<file path="config.mk">
export PLATFORM = sky130hd
export DESIGN_NAME = ex_stage
export DESIGN_NICKNAME = d
export VERILOG_FILES = /design/src/rtl/ex_stage.sv
export SDC_FILE = /design/constraint.sdc
export NUM_CORES = 1
export LEC_CHECK = 0
export ABC_AREA = 0
export BUFFER_PORTS_ARGS = -buffer_cell sky130_fd_sc_hd__buf_2
export CELL_PAD_IN_SITES_DETAIL_PLACEMENT = 1
export CELL_PAD_IN_SITES_GLOBAL_PLACEMENT = 2
export CORE_MARGIN = 8
export CORE_UTILIZATION = 38
export DETAILED_ROUTE_END_ITERATION = 16
export GPL_ROUTABILITY_DRIVEN = 0
export PLACE_DENSITY_LB_ADDON = 0.15
export SYNTH_ARGS = -nofsm -noshare
export SYNTH_HDL_FRONTEND = slang
export SYNTH_SLANG_ARGS = --single-unit
</file>
<file path="constraint.sdc">
create_clock -name clk -period 1.1 [get_ports clk]
set_clock_uncertainty 0.1 [all_clocks]
set_input_delay 0.165 -clock clk [delete_from_list [all_inputs] [get_ports clk]]
set_output_delay 0.165 -clock clk [all_outputs]
set_load 0.01 [all_outputs]
</file>
<file path="src/rtl/ex_stage.sv">
// ex_stage: execute stage of the five-stage RV32 core.
//
// Computes the ALU result from the operands, opcode and destination fields held in
// the ID/EX register. It registers {wd, wa, we} towards the MEM stage.
//
// Configuration macro: EX_MUL_EN
//   defined   - MUL/MULH/MULHSU/MULHU run on an iterative 32-step shift-add unit.
//               The upstream pipeline is held with stall while the unit is busy.
//               DIV/REM encodings return 0.
//   undefined - ex_m is ignored, stall is tied to 0 and no FSM is built.
//
// Ports:
//   clk     in   1  clock, rising edge
//   rst     in   1  asynchronous active-low reset
//   ex_t    in   7  opcode
//   ex_st   in   3  funct3
//   ex_sst  in   1  funct7[5] (SUB/SRA select)
//   ex_m    in   1  funct7[0] (RV32M select)
//   ex_n1   in  32  operand 1
//   ex_n2   in  32  operand 2 (register or immediate)
//   ex_wa   in   5  destination register
//   ex_we   in   1  destination write enable
//   mem_wd  out 32  registered result
//   mem_wa  out  5  registered destination
//   mem_we  out  1  registered write enable
//   stall   out  1  combinational hold request to upstream
module ex_stage (
   input  logic        clk,
   input  logic        rst,
   input  logic [6:0]  ex_t,
   input  logic [2:0]  ex_st,
   input  logic        ex_sst,
   input  logic        ex_m,
   input  logic [31:0] ex_n1,
   input  logic [31:0] ex_n2,
   input  logic [4:0]  ex_wa,
   input  logic        ex_we,
   output logic [31:0] mem_wd,
   output logic [4:0]  mem_wa,
   output logic        mem_we,
   output logic        stall
);

   localparam logic [6:0] OpcOp    = 7'b0110011;
   localparam logic [6:0] OpcOpImm = 7'b0010011;
   localparam logic [6:0] OpcLui   = 7'b0110111;

   logic [31:0] alu_res;
   logic [31:0] wd_d;
   logic [4:0]  wa_d;
   logic        we_d;

   // Base ALU. Non-ALU opcodes fall through to n1 + n2 (addresses, link values).
   always_comb begin
      alu_res = ex_n1 + ex_n2;
      if (ex_t == OpcOp || ex_t == OpcOpImm) begin
         unique case (ex_st)
            3'b000: alu_res = (ex_t == OpcOp && ex_sst) ? ex_n1 - ex_n2 : ex_n1 + ex_n2;
            3'b001: alu_res = ex_n1 << ex_n2[4:0];
            3'b010: alu_res = {31'd0, $signed(ex_n1) < $signed(ex_n2)};
            3'b011: alu_res = {31'd0, ex_n1 < ex_n2};
            3'b100: alu_res = ex_n1 ^ ex_n2;
            3'b101: alu_res = ex_sst ? 32'($signed(ex_n1) >>> ex_n2[4:0])
                                     : ex_n1 >> ex_n2[4:0];
            3'b110: alu_res = ex_n1 | ex_n2;
            3'b111: alu_res = ex_n1 & ex_n2;
            default: alu_res = ex_n1 + ex_n2;
         endcase
      end else if (ex_t == OpcLui) begin
         alu_res = ex_n2;
      end
   end

`ifdef EX_MUL_EN
   typedef enum logic {StIdle, StBusy} state_e;

   state_e      state_q, state_d;
   logic [4:0]  cnt_q, cnt_d;
   logic [63:0] acc_q, acc_d;
   logic [31:0] mcand_q, mcand_d;
   logic [31:0] mplier_q, mplier_d;
   logic        neg_q, neg_d;
   logic        hi_q, hi_d;
   logic [4:0]  lwa_q, lwa_d;
   logic        lwe_q, lwe_d;

   logic        mul_trig;
   logic        div_op;
   logic        s1, s2;
   logic [63:0] addend;
   logic [63:0] acc_sum;
   logic [63:0] prod;

   assign mul_trig = (ex_t == OpcOp) && ex_m && !ex_st[2];
   assign div_op   = (ex_t == OpcOp) && ex_m && ex_st[2];

   // MULH (001): both signed; MULHSU (010): only n1 signed.
   assign s1 = (ex_st[1:0] == 2'b01 || ex_st[1:0] == 2'b10) && ex_n1[31];
   assign s2 = (ex_st[1:0] == 2'b01) && ex_n2[31];

   assign addend  = mplier_q[cnt_q] ? ({32'd0, mcand_q} << cnt_q) : 64'd0;
   assign acc_sum = acc_q + addend;
   assign prod    = neg_q ? -acc_sum : acc_sum;

   always_comb begin
      state_d  = state_q;
      cnt_d    = cnt_q;
      acc_d    = acc_q;
      mcand_d  = mcand_q;
      mplier_d = mplier_q;
      neg_d    = neg_q;
      hi_d     = hi_q;
      lwa_d    = lwa_q;
      lwe_d    = lwe_q;
      wd_d     = alu_res;
      wa_d     = ex_wa;
      we_d     = ex_we;
      unique case (state_q)
         StIdle: begin
            if (mul_trig) begin
               mcand_d  = s1 ? -ex_n1 : ex_n1;
               mplier_d = s2 ? -ex_n2 : ex_n2;
               neg_d    = s1 ^ s2;
               hi_d     = (ex_st[1:0] != 2'b00);
               lwa_d    = ex_wa;
               lwe_d    = ex_we;
               acc_d    = 64'd0;
               cnt_d    = 5'd0;
               state_d  = StBusy;
               wd_d     = 32'd0;
               wa_d     = 5'd0;
               we_d     = 1'b0;
            end else if (div_op) begin
               wd_d = 32'd0;
            end
         end
         StBusy: begin
            acc_d = acc_sum;
            cnt_d = cnt_q + 5'd1;
            wd_d  = 32'd0;
            wa_d  = 5'd0;
            we_d  = 1'b0;
            if (cnt_q == 5'd31) begin
               state_d = StIdle;
               wd_d    = hi_q ? prod[63:32] : prod[31:0];
               wa_d    = lwa_q;
               we_d    = lwe_q;
            end
         end
         default: state_d = StIdle;
      endcase
   end

   always_ff @(posedge clk or negedge rst) begin
      if (!rst) begin
         state_q  <= StIdle;
         cnt_q    <= 5'd0;
         acc_q    <= 64'd0;
         mcand_q  <= 32'd0;
         mplier_q <= 32'd0;
         neg_q    <= 1'b0;
         hi_q     <= 1'b0;
         lwa_q    <= 5'd0;
         lwe_q    <= 1'b0;
      end else begin
         state_q  <= state_d;
         cnt_q    <= cnt_d;
         acc_q    <= acc_d;
         mcand_q  <= mcand_d;
         mplier_q <= mplier_d;
         neg_q    <= neg_d;
         hi_q     <= hi_d;
         lwa_q    <= lwa_d;
         lwe_q    <= lwe_d;
      end
   end

   // Gated by rst so a held trigger cannot raise stall while in reset.
   assign stall = rst && (((state_q == StIdle) && mul_trig) ||
                          ((state_q == StBusy) && (cnt_q != 5'd31)));
`else
   logic unused_m;

   assign unused_m = ex_m;
   assign wd_d     = alu_res;
   assign wa_d     = ex_wa;
   assign we_d     = ex_we;
   assign stall    = 1'b0;
`endif

   always_ff @(posedge clk or negedge rst) begin
      if (!rst) begin
         mem_wd <= 32'd0;
         mem_wa <= 5'd0;
         mem_we <= 1'b0;
      end else begin
         mem_wd <= wd_d;
         mem_wa <= wa_d;
         mem_we <= we_d;
      end
   end

endmodule

</file>
==> results.md, run 1 <==
- The flow did not finish.
- The flop and latch count out of synthesis is 38.
- The root buffer selected by CTS is sky130_fd_sc_hd__clkbuf_16.
- The sequential area share after synthesis is 8.92%.
- In this run, CTS created clock tree buffers numbering 5.
- The worst-case clock buffer depth is 2.
- The share of synthesized flip-flops with an asynchronous set or reset is 100%.
- After synthesis, the netlist uses 84 different library cells.
- The pin count of the biggest net entering global routing is 52.
- The site row count is 61.
- For this configuration, the core starts out at a cell density of 38.5%.
- Among all flip-flop cells after synthesis, the most frequent one is sky130_fd_sc_hd__dfrtp_1.
- The placed cell area is 0.0156 mm2.
- In this run the biggest area consumer among cell types represents 12.5% of the synthesized area.
- The number of levels the H-tree was split into is 2.
- The cell area after synthesis is 0.0107 mm2.
- The global routing usage summed across all routing layers is 75.0%.
- The synthesized instance count is 1476.
- The half-perimeter wire length of the detailed placement result is 49500 um.
- OpenSTA, run right after detailed placement, puts the worst setup slack at -2.30 ns.
- Summed over all instances, the cell type with the most area after synthesis is sky130_fd_sc_hd__mux4_2.
- The worst endpoint after global-route timing repair is mem_wd[12]$_DFF_PN0_/D.
- By area the synthesized netlist is led by sky130_fd_sc_hd__mux4_2 12%, sky130_fd_sc_hd__ha_1 11%, sky130_fd_sc_hd__dfrtp_1 8.9%.
- During placement, the flow inserted port buffers numbering 120.
- 123 I/O pins were placed.
- In the synthesized netlist, the cells that appear most often are 187 x sky130_fd_sc_hd__a21oi_1, 184 x sky130_fd_sc_hd__nor2_1, 124 x sky130_fd_sc_hd__o21ai_0.
- Yosys printed 0 warnings.
- For this run the aggregate overflow at the end of global routing stands at 211.
- The first error in the log reads "[ERROR GRT-0232] Routing congestion too high. Check the congestion heatmap in the GUI".
- The die height is 184 um.
- Counting every sink on the clock net gives 38.
- The mean post-synth cell area is 7.22 um2.
- The overall die width is 184 um.
- After the last repair the worst path ends at a register input.
- Counting flops with a built-in enable in the synthesized netlist gives 0.
- The total nets after synthesis is 1659.
- The stage where the flow stopped is global routing (5_1_grt).
- The most frequently used cell type in the post-synthesis netlist is sky130_fd_sc_hd__a21oi_1.
==> routing by layer <==
layer	track usage, %	GRT overflow
met5	30.5	1
met4	77.0	96
met3	62.8	2
met2	89.2	111
met1	73.7	1
==> per-stage QoR <==
step | hold WS, ns | instances
after floorplan | -0.231 | 1476
after CTS | 0.163 | 2468
after detailed placement | 0.0782 | 2390
after global placement | 0.0564 | 2390
==> what timing repair did <==
action                     CTS
hold buffers                 7
hold endpoints to repair    44
gates cloned                 7
buffers inserted            62
resized for setup          328
pin swaps                  124
setup endpoints to repair   34
==> cells by family after synthesis <==
family,after synthesis,share of synthesized area (%)
other,1,0.0352
muxes,115,17.8
and+or+nand+nor,415,17.1
adders and majority gates,99,11.8
xor gates and xnor gates,53,4.35
buffers and inverters,226,8.44
DFF,38,8.92
AOI/OAI and AO/OA,529,31.6
==> run 2, diff against run 1 <==
- CELL_PAD_IN_SITES_DETAIL_PLACEMENT: 1 -> not set
- CELL_PAD_IN_SITES_GLOBAL_PLACEMENT: 2 -> not set
- CORE_UTILIZATION: 38 -> 30
==> run 2 against run 1 <==
  * The flow now finishes, with violations (negative setup slack)
  * Synthesized cell count unchanged
  * Area after synthesis unchanged
==> results.md, run 2 <==
- The total count of hold-check failures in the final report is 0.
- The largest total area in the synthesized netlist belongs to sky130_fd_sc_hd__mux4_2.
- Ranked by flip-flop count, first place goes to mem_wd.
- Excluding fillers, the count of instances in the completed layout stands at 2536.
- The number of setup violations in the final report is 35.
- For the pin with the worst max-slew slack, the measured transition is 0.777 ns.
- Detailed routing inserted a total of 14500 vias.
- The net count of the finished layout is 2257.
- In this run the static leakage power is 8.26 nW.
- The total detailed-routing wirelength is 58400 um.
- The die is 205 um wide.
- The clock period minus worst slack is 2.76 ns.
- The launch point of the critical path is ex_n1[14].
- The first global-routing pass estimated 86800 um of wire.
- The area of the core is 0.0353 mm2.
- The largest registers in the layout are mem_wd: 32 flops, mem_wa: 5 flops, mem_we: 1 flops.
- The run finished, with violations left.
- Synthesis produced 1476 cells.
- The number of distinct standard cells referenced by the synthesized netlist is 84.
- The placed cell area is 0.0154 mm2.
- After global routing the overflow that remains totals 0.
- The global routing usage summed across all routing layers is 26.8%.
- The final worst slack is -1.66 ns.
- Leaving out fill and tap cells, the most frequent cell in the layout is sky130_fd_sc_hd__buf_4.
- The flip-flop count of the largest register, all copies and words added is 32.
- The area overhead of the layout relative to synthesis is 72.0%.
- The worst setup path is captured at a register.
- In this run the deepest clock path goes through 2 buffers.
- Before antenna repair, the detailed router went through 6 iterations.
- The final worst hold slack is 0.159 ns.
- The H-tree generated during clock tree synthesis spans 2 levels.
- TritonCTS built the clock tree.
- The max-slew violation total from the final report came to 0.
- The tree is rooted in a sky130_fd_sc_hd__clkbuf_16.
- The average via count per standard cell is 5.72.
- After detailed routing, the wire length on met1 is 25000 um.
- Headroom to the max-slew limit came out at 48.2%.
- In the synthesized netlist the dominant register cell turns out to be sky130_fd_sc_hd__dfrtp_1.
- The critical path class is primary input to register.
- The share of cells above drive strength 1 is 50.5%.
- Setup repair after global routing could not meet its margin everywhere.
- The sequential area share after synthesis is 8.92%.
- After synthesis the cells add up to 0.0107 mm2.
- After synthesis, the cell types taking the most area are sky130_fd_sc_hd__mux4_2 12%, sky130_fd_sc_hd__ha_1 11%, sky130_fd_sc_hd__dfrtp_1 8.9%.
- The total nets after synthesis is 1659.
- Once placement completed, the tool counted placed cells totaling 2443.
- The met2 layer wire length in the routed design is 25900 um.
- The die covers 0.0418 mm2.
- At the worst endpoint, the required time is 1.17 ns.
- Power comes to 13.8 mW.
- In this run, synthesis produced a sequential element count of 38.
- Timing would allow up to 363 MHz.
- The startpoint class of the critical path is a primary input.
- The via count of the first global-routing pass is 14200.
- The DRC marker count from the first detailed-route iteration is 1551.
- Detailed placement ended at an HPWL of 45600 um.
- The Yosys step of the flow raised 0 warnings.
- The mean post-synth cell area is 7.22 um2.
- The top cell types in the final layout, fill and taps aside, are 531 x sky130_fd_sc_hd__buf_4, 171 x sky130_fd_sc_hd__nor2_1, 147 x sky130_fd_sc_hd__a21oi_1.
- Counting instances in the post-synthesis netlist gives the leading cell types as 187 x sky130_fd_sc_hd__a21oi_1, 184 x sky130_fd_sc_hd__nor2_1, 124 x sky130_fd_sc_hd__o21ai_0.
- The final antenna-violating net count is 0.
- The number of buffers created by CTS is 5.
- Along the worst path, the maximum fanout reaches 7.
- The share of synthesized flip-flops with an asynchronous set or reset is 100%.
- The DRC violation count after routing is 0.
- The power density normalized to cell area is 752 mW/mm2.
- The top routing layer in use is met5.
- In this run the count of I/O pins placed on the die edge is 123.
- The checks that failed: negative setup slack.
- Counting flops with a built-in enable in the synthesized netlist gives 0.
- Max-cap violations in this run came to 0.
- The site row count is 69.
- Clock tree synthesis found a total of 38 sinks.
- VDD sags by at most 0.690 mV.
- sky130_fd_sc_hd__a21oi_1 is the most common cell in the netlist.
- The starting utilization of the core area is 30.2%.
- At the worst endpoint, the arrival time is 2.83 ns.
- The total negative slack is -44.07 ns.
- The path type of the worst min-delay path is primary input to async pin.
- The final antenna diode count is 0.
- Entering global routing, the biggest net connects 53 pins.
- From bottom edge to top edge, the die measures 205 um.
- The count of fill cells added during filler insertion is 3381.
- The part of the cycle the worst path needs is 251%.
- The clock-pin transition on the worst setup and hold timing paths is 0.08 ns.
- After routing the design area is 0.0183 mm2.
- The routed wire length per instance is 23.0 um.
- The initial antenna violation count is 3.
- The area share of the largest cell type after synthesis is 12.5%.
- The count of buffers inserted at the top-level ports is 120.
- The routed length on met3 is 5360 um.
run 2: final cells by class:
type / count / area, um2 / area share (%)
clock inverters: 3 / 68.8 / 0.375
well taps: 461 / 577 / 3.14
inverters: 105 / 458 / 2.50
repair buffers: 712 / 5640 / 30.8
flip-flops and latches: 38 / 951 / 5.18
clock buffers: 5 / 125 / 0.682
multi-input cells: 1212 / 10500 / 57.4
run 2: through the flow:
| stage | setup slack (ns) | util (%) |
|---|---|---|
| global placement | -2.19 | 43.7 |
| detailed placement | -2.32 | 43.7 |
| global route | -1.75 | 51.9 |
| finish | -1.66 | 51.9 |
| CTS | -1.61 | 49.5 |
| floorplan | -2.00 | - |
run 2: kinds of logic (layout without fill, tap and decap cells):
family	after synthesis	in the layout	synth area share, %
multiplexers	115	115	17.8
adder cells (fa/ha/maj)	99	99	11.8
buffers and inverters	226	825	8.44
flip-flops	38	38	8.92
other	1	1	0.0352
AO/OA/AOI/OAI	529	529	31.6
AND/OR/NAND/NOR	415	415	17.1
XOR/XNOR	53	53	4.35
run 2: worst max-delay path, cell delays in order:
cell and delay (ns):
sky130_fd_sc_hd__buf_2 0.13, sky130_fd_sc_hd__buf_4 0.20, sky130_fd_sc_hd__buf_4 0.18, sky130_fd_sc_hd__ha_4 0.18
sky130_fd_sc_hd__a21oi_1 0.07, sky130_fd_sc_hd__and3_1 0.19, sky130_fd_sc_hd__a21oi_2 0.16, sky130_fd_sc_hd__o31ai_4 0.12
sky130_fd_sc_hd__o41a_4 0.40, sky130_fd_sc_hd__o41ai_4 0.34, sky130_fd_sc_hd__buf_4 0.20, sky130_fd_sc_hd__o21ai_1 0.08
sky130_fd_sc_hd__a2111oi_2 0.22, sky130_fd_sc_hd__a22oi_1 0.17
run 2: path summary, 6_finish.rpt:
check	to	slack, ns	depth (start not counted)
worst max-delay path	mem_wd[29]	-1.66	14
worst min-delay path	mem_wd[27]	0.16	2
max in group asynchronous	mem_wd[6]	0.26	3
min in group clk	mem_wd[25]	0.16	4
run 2: repair_timing:
item | CTS | global route
hold buffers | 7 | 0
resized for setup | 296 | 142
pin swaps | 120 | 84
buffers inserted | 55 | 28
hold endpoints to repair | 44 | 0
setup endpoints to repair | 35 | 36
cloned | 6 | 0
run 2: metal layers:
| metal | up-vias | GRT usage (%) |
|---|---|---|
| met2 | 765 | 41.8 |
| met1 | 7005 | 36.2 |
| met4 | 2 | 9.75 |
| met3 | 147 | 5.27 |
| li1 | 6587 | - |
| met5 | - | 0 |
run 2: power breakdown:
group	total (mW)	internal [mW]	switching, mW
Combinational	10.1	4.87	5.21
Clock	2.00	1.31	0.693
Sequential	1.72	1.66	0.0648
Total	13.8	7.83	5.97
(Power assumes the default switching activity.)
==> run 3, diff against run 2 <==
- CTS_BUF_LIST: not set -> sky130_fd_sc_hd__clkbuf_8
- CTS_CLUSTER_SIZE: not set -> 16
==> run 3 against run 2 <==
  * The flow still finishes with violations (negative setup slack)
  * Die area stayed put
  * Setup slack improved by 0.043 ns
  * Combinational power barely moved
  * Sequential power about the same
  * Power is 3.4% lower
  * Design area shrank 1.1%
  * Wire length decreased by 1.1%
  * Worst hold slack worse by 0.040 ns
  * Maximum frequency grew 1.6%
  * Count of clock-buffer cells in the layout stayed put
==> results.md, run 3 (synthesis gave the netlist of run 2 again) <==
- The utilization of the core after routing is 51.4%.
- The half-perimeter wire length of the detailed placement result is 45600 um.
- In the routed design, unresolved DRC markers number 0.
- In the routed layout, each cell is associated on average with a via count of 5.68.
- The starting utilization of the core area is 30.2%.
- TritonCTS built the clock tree.
- The final antenna-violating net count is 0.
- The flip-flop count of the largest register, all copies and words added is 32.
- The first routing iteration left 1455 violations.
- The via count is 14300.
- The final reports fail on negative setup slack.
- The worst-margin pin slew is 0.784 ns.
- The core region is 0.0353 mm2.
- The net load switching power is 5.89 mW.
- The number of cells after detailed placement is 2443.
- In this run the power density over the cells is 735 mW/mm2.
- The final critical path takes up 247% of the cycle.
- The final worst hold slack is 0.118 ns.
- The max-slew violation total from the final report is 0.
- The clock group share of total power is 11.7%.
- The routed wire length per instance is 22.9 um.
- The critical path arrival is 2.82 ns.
- The die height is 205 um.
- The via count of the first global-routing pass is 14100.
- Of all nets on the critical path, the largest fanout is 3.
- The upper clock frequency limit is 368 MHz.
- Setup repair after global routing could not meet its margin everywhere.
- The global routing usage summed across all routing layers is 26.6%.
- The sort of element at the end of the critical path is a register.
- The startpoint class of the critical path is a primary input.
- Counting I/O delays and the setup requirement, the final critical path takes 2.71 ns.
- Per report_power, the combinational group accounts for 75.3% of the total.
- The share of power burned in registers is 13.0%.
- Compared with the post-synthesis result, the final layout area differs by 70.2%.
- The initial antenna violation count is 3.
- Net switching is 44.2% of the power.
- The share of cells above drive strength 1 is 49.4%.
- Setup violations remaining at the end of the flow were counted as 42.
- The library cells used most frequently in the layout, excluding fill and tap cells, are 520 x sky130_fd_sc_hd__buf_4, 169 x sky130_fd_sc_hd__nor2_1, 147 x sky130_fd_sc_hd__a21oi_1.
- Once layout is complete, the cells apart from fillers number 2522.
- The tree is rooted in a sky130_fd_sc_hd__clkbuf_8.
- The largest register by flop count is mem_wd.
- At the end of the flow, the number of nets in the layout was 2243.
- The maximum vdd ir drop is 0.863 mV.
- The total grt overflow is 0.
- The site row count is 69.
- The total count of hold-check failures in the final report is 0.
- The die covers 0.0418 mm2.
- After detailed routing, the total wire length is 57800 um.
- The number of levels the H-tree was split into is 2.
- During placement, the flow inserted port buffers numbering 120.
- The number of buffers created by CTS is 5.
- Counting every sink on the clock net gives 38.
- For this design the static power due to leakage is 8.15 nW.
- Cell internal power was estimated by the tool at 7.44 mW.
- The largest registers in the layout are mem_wd: 32 flops, mem_wa: 5 flops, mem_we: 1 flops.
- The I/O pin count is 123.
- The most common cell after layout, fill and taps aside is sky130_fd_sc_hd__buf_4.
- The count of fill cells added during filler insertion is 3426.
- The multi-input combinational cells in the finished layout cover a total of 0.0104 mm2.
- The first-pass detailed-route iteration total is 6.
- The first-pass GRT wire length is 86400 um.
- The final antenna diode count is 0.
- The run finished, with violations left.
- Counting along the longest clock path gives a buffer depth of 2.
- The final worst slack is -1.61 ns.
- The overall die width is 205 um.
- Max-cap violations in this run came to 0.
- The critical path is of the primary input to register type.
- The clock-pin transition on the worst setup and hold timing paths is 0.10 ns.
- The total negative slack is -44.04 ns.
- The worst pin sits at a relative slew slack of 47.7%.
- The pin count of the biggest net entering global routing is 53.
- Overall power consumption after layout is estimated at 13.3 mW.
- The path type of the worst min-delay path is primary input to async pin.
- Across the whole layout, storage elements account for 951 um2.
- At the worst endpoint, the required time is 1.21 ns.
==> run 3: cell types whose count changed in the layout (fill, tap and decap cells not counted), sizes merged <==
cell	change
buf	-13
bufbuf	-1
==> run 3: power groups by stage <==
| stage | clock [mW] | sequential [mW] | combinational (mW) |
|---|---|---|---|
| 2_1_floorplan | 0 | 1.90 | 4.12 |
| 3_3_place_gp | 0 | 1.74 | 8.07 |
| 3_5_place_dp | 0 | 1.75 | 8.11 |
| 4_1_cts | 1.61 | 1.74 | 9.32 |
| 5_1_grt | 1.64 | 1.77 | 10.6 |
| 6_report | 1.56 | 1.74 | 10.0 |
==> run 3: repair_timing <==
action	CTS	global route
pin swaps	101	78
gates resized for setup	298	110
setup buffers	44	25
endpoints found under the hold margin	44	0
hold buffers	7	0
gates cloned	7	0
setup endpoints to repair	66	70
==> run 3: final cells by class <==
| class | instances | area share, % |
|---|---|---|
| multi-input cells | 1212 | 57.6 |
| repair buffers | 698 | 30.8 |
| flip-flops and latches | 38 | 5.24 |
| well taps | 461 | 3.18 |
| inverters | 105 | 2.47 |
| clock buffers | 5 | 0.379 |
| clock inverters | 3 | 0.379 |
==> run 3: path summary, 6_finish.rpt <==
| path | slack (ns) | cells after the start | to | start |
|---|---|---|---|---|
| worst max-delay path | -1.61 | 15 | mem_wd[19] | ex_n1[0] |
| max in group asynchronous | 0.30 | 3 | mem_wd[6] | rst |
| worst min-delay path | 0.12 | 2 | mem_wd[27] | rst |
| min in group clk | 0.12 | 3 | mem_wd[6] | ex_n2[6] |
==> run 3: per-layer routing <==
metal  share of wire [%]  GRT usage (%)  wire length, um  up-vias
met5               0.019              0               11        -
met4                 3.0           8.59             1740        2
met3                 8.1           4.33             4690      107
met2                  45           42.1            26100      704
met1                  44           36.5            25300     6932
li1                    -              -                -     6568
==> run 3: per-stage QoR <==
step / instance area (um2) / worst slack, ns
after floorplan: 11100 / -2.00
after global placement: 15400 / -2.19
after detailed placement: 15400 / -2.32
after CTS: 17400 / -1.56
after global routing: 18100 / -1.70
final: 18100 / -1.61
==> run 3: critical path: stages <==
cell                       delay [ns]
sky130_fd_sc_hd__buf_8           0.10
sky130_fd_sc_hd__buf_6           0.11
sky130_fd_sc_hd__ha_4            0.16
sky130_fd_sc_hd__buf_6           0.12
sky130_fd_sc_hd__a211oi_4        0.23
sky130_fd_sc_hd__o21ai_2         0.13
sky130_fd_sc_hd__o2111a_2        0.35
sky130_fd_sc_hd__buf_6           0.14
sky130_fd_sc_hd__a21bo_4         0.20
sky130_fd_sc_hd__or3b_4          0.41
sky130_fd_sc_hd__a21bo_4         0.24
sky130_fd_sc_hd__xnor2_2         0.14
sky130_fd_sc_hd__nor2_2          0.05
sky130_fd_sc_hd__a211oi_2        0.20
sky130_fd_sc_hd__a211oi_2        0.06
==> run 4, diff against run 3 <==
- PLACE_DENSITY_LB_ADDON: 0.15 -> 0.25
==> run 4 against run 3 <==
  * The run still ends with negative setup slack left
  * Maximum frequency decreased by 1.2%
  * Clock power about the same
  * Utilization decreased by 0.62 points
  * Sequential share of layout area increased by 0.064 points
==> results.md, run 4 (synthesis gave the netlist of run 2 again) <==
- The half-perimeter wire length of the detailed placement result is 43500 um.
- After detailed placement, the design holds a cell count of 2436.
- The register with the most flip-flops in the layout has 32 of them.
- The total count of hold-check failures in the final report is 0.
- The biggest cell delay along the critical path is 0.37 ns.
- The critical path goes through buf_8 > buf_4 > ha_1 > nor2b_1 > o31ai_4 > a21oi_4 > nor4b_4 > o31ai_4 > buf_4 > buf_6 > mux2i_2 > xnor2_1 > a221oi_2 > buf_4 > a21oi_2.
- The relative slew slack is 44.6%.
- The largest individual stage delay along the critical path comes from the cell sky130_fd_sc_hd__nor4b_4.
- The power density normalized to cell area is 729 mW/mm2.
- After detailed routing, the total wire length is 57000 um.
- The worst setup path is launched from a primary input.
- The largest register by flop count is mem_wd.
- The final reports fail on negative setup slack.
- The count of buffers added on input and output ports is 120.
- The max-slew violation total from the final report came to 0.
- Leaving out fill and tap cells, the most frequent cells in the layout are 518 x sky130_fd_sc_hd__buf_4, 172 x sky130_fd_sc_hd__nor2_1, 143 x sky130_fd_sc_hd__a21oi_1.
- Summed over all cells, the static leakage comes to 8.09 nW.
- The most common cell after layout, fill and taps aside is sky130_fd_sc_hd__buf_4.
- CTS saw 38 sinks.
- The initial antenna violation count came to 1.
- The floorplan has 69 rows.
- In this run the remaining antenna-violating nets after routing total 0.
- Counting the buffers created by CTS gives 5.
- After the last flow step, the layout net total stands at 2241.
- Of all nets on the critical path, the largest fanout is 6.
- The clock tree from TritonCTS is done.
- For this run, design rule violations remaining after detail routing come to 0.
- After floorplanning, the core was sized to cover 0.0353 mm2.
- The worst setup path is of the primary input to register kind.
- The die height is 205 um.
- For this run, the total global-route usage over all layers was measured as 26.2%.
- The most used cell along the critical path is sky130_fd_sc_hd__buf_4.
- The routed wire length per instance is 22.6 um.
- The final worst slack is -1.65 ns.
- The largest registers in the layout are mem_wd: 32 flops, mem_wa: 5 flops, mem_we: 1 flops.
- Counting I/O delays and the setup requirement, the final critical path takes 2.75 ns.
- The worst-case clock buffer depth is 2.
- The path type of the worst min-delay path is primary input to register.
- VDD sags by at most 0.784 mV.
- Hold timing on the final database bottoms out at a slack of 0.0864 ns.
- The required time of the critical path is 1.21 ns.
- Summed over all failing endpoints, the final setup total negative slack is -43.39 ns.
- The average via count per standard cell is 5.81.
- The clock-pin transition on the worst setup and hold timing paths is 0.09 ns.
- The first-pass detailed-route iteration total is 7.
- The cell sitting at the root of the clock tree is a sky130_fd_sc_hd__clkbuf_8.
- The count of non-filler cells in the finished layout is 2522.
- The H-tree was split into 2 levels.
- For this design the top-level I/O count stands at 123.
- At the pin with the least slew margin, the transition time is 0.831 ns.
- The via count is 14700.
- Setup repair after global routing could not meet its margin everywhere.
- Entering global routing, the biggest net connects 52 pins.
- The flow ran to the end, but the final reports show violations.
- For this configuration, the core starts out at a cell density of 30.2%.
- The detailed router finished its first iteration with 1966 violations.
- The first-pass GRT wire length is 85200 um.
- In the finished design, the share of the clock period the worst path needs comes to 250%.
- The area growth from synthesis to layout is 68.1%.
- The die outline area is 0.0418 mm2.
- The critical path arrival is 2.85 ns.
- The number of setup violations in the final report is 44.
- The number of violations of the max-capacitance limit is 0.
- The overall die width is 205 um.
- The share of cells above drive strength 1 is 48.9%.
- After filler insertion, the fill cell instance count of the layout stands at 3257.
- The sort of element at the end of the critical path is a register.
- The via count of the first global-routing pass is 14200.
- Global routing finished with a remaining overflow of 0.
- Based on the critical path, the design can be clocked at up to 364 MHz.
## run 4: cell types whose count changed in the layout (fill, tap and decap cells not counted), moves of 5 or more
cell,change
sky130_fd_sc_hd__a21oi_2,+9
sky130_fd_sc_hd__a21oi_4,-5
sky130_fd_sc_hd__buf_12,-6
sky130_fd_sc_hd__mux2i_2,+8
sky130_fd_sc_hd__mux2i_4,-5
sky130_fd_sc_hd__nor3_2,-5
sky130_fd_sc_hd__o21ai_1,+6
sky130_fd_sc_hd__o21ai_2,-5
## run 4: path summary, 6_finish.rpt
path / start / to / slack (ns) / cells past startpoint
worst max-delay path: ex_n1[1] / mem_wd[21] / -1.65 / 15
worst min-delay path: ex_n2[13] / mem_wd[13] / 0.09 / 3
max in group asynchronous: rst / mem_wd[26] / 0.44 / 3
min in group asynchronous: rst / mem_wd[7] / 0.23 / 3
## run 4: metal layers
layer | GRT usage (%) | up-vias | wire (um)
li1 | - | 6549 | -
met1 | 34.2 | 7003 | 22700
met2 | 40.9 | 909 | 25400
met3 | 6.10 | 190 | 6330
met4 | 10.9 | 0 | 2620
met5 | 0 | - | 0
## run 4: cell type report
type                    instances  area (um2)  share of cell area [%]
clock buffers                   5        68.8                   0.384
multi-input cells            1212       10200                    57.1
well taps                     461         577                    3.22
flip-flops and latches         38         951                    5.31
inverters                     105         450                    2.51
diodes                          2        5.00                  0.0279
repair buffers                696        5560                    31.0
clock inverters                 3        68.8                   0.384
## run 4: report_power, final
| part | internal (mW) | switching [mW] |
|---|---|---|
| sequential | 1.65 | 0.0845 |
| clock | 0.910 | 0.637 |
| combinational | 4.73 | 5.05 |
## run 4: worst max-delay path: cells and delay by family
kind            cells  cell delay [ns]
compound gates      5             0.92
buf+inv             5             0.71
simple gates        2             0.54
fa+ha+maj           1             0.20
mux                 1             0.18
xor+xnor            1             0.12
## run 4: repair_timing
item | CTS | global route
cloned | 8 | 0
setup buffers | 50 | 26
resized for setup | 255 | 130
hold endpoints to repair | 44 | 0
setup endpoints to repair | 69 | 70
hold buffers | 7 | 0
pin swaps | 106 | 100
## run 4: metrics by stage
stage / utilization, % / power (mW) / worst slack [ns] / cell area (um2)
final: 50.8 / 13.1 / -1.65 / 17900
after global routing: 50.7 / 13.8 / -1.70 / 17900
after CTS: 48.8 / 12.4 / -1.53 / 17200
after detailed placement: 43.6 / 9.72 / -2.25 / 15400
after global placement: 43.6 / 9.66 / -2.14 / 15400
after floorplan: - / 6.01 / -2.00 / 11100
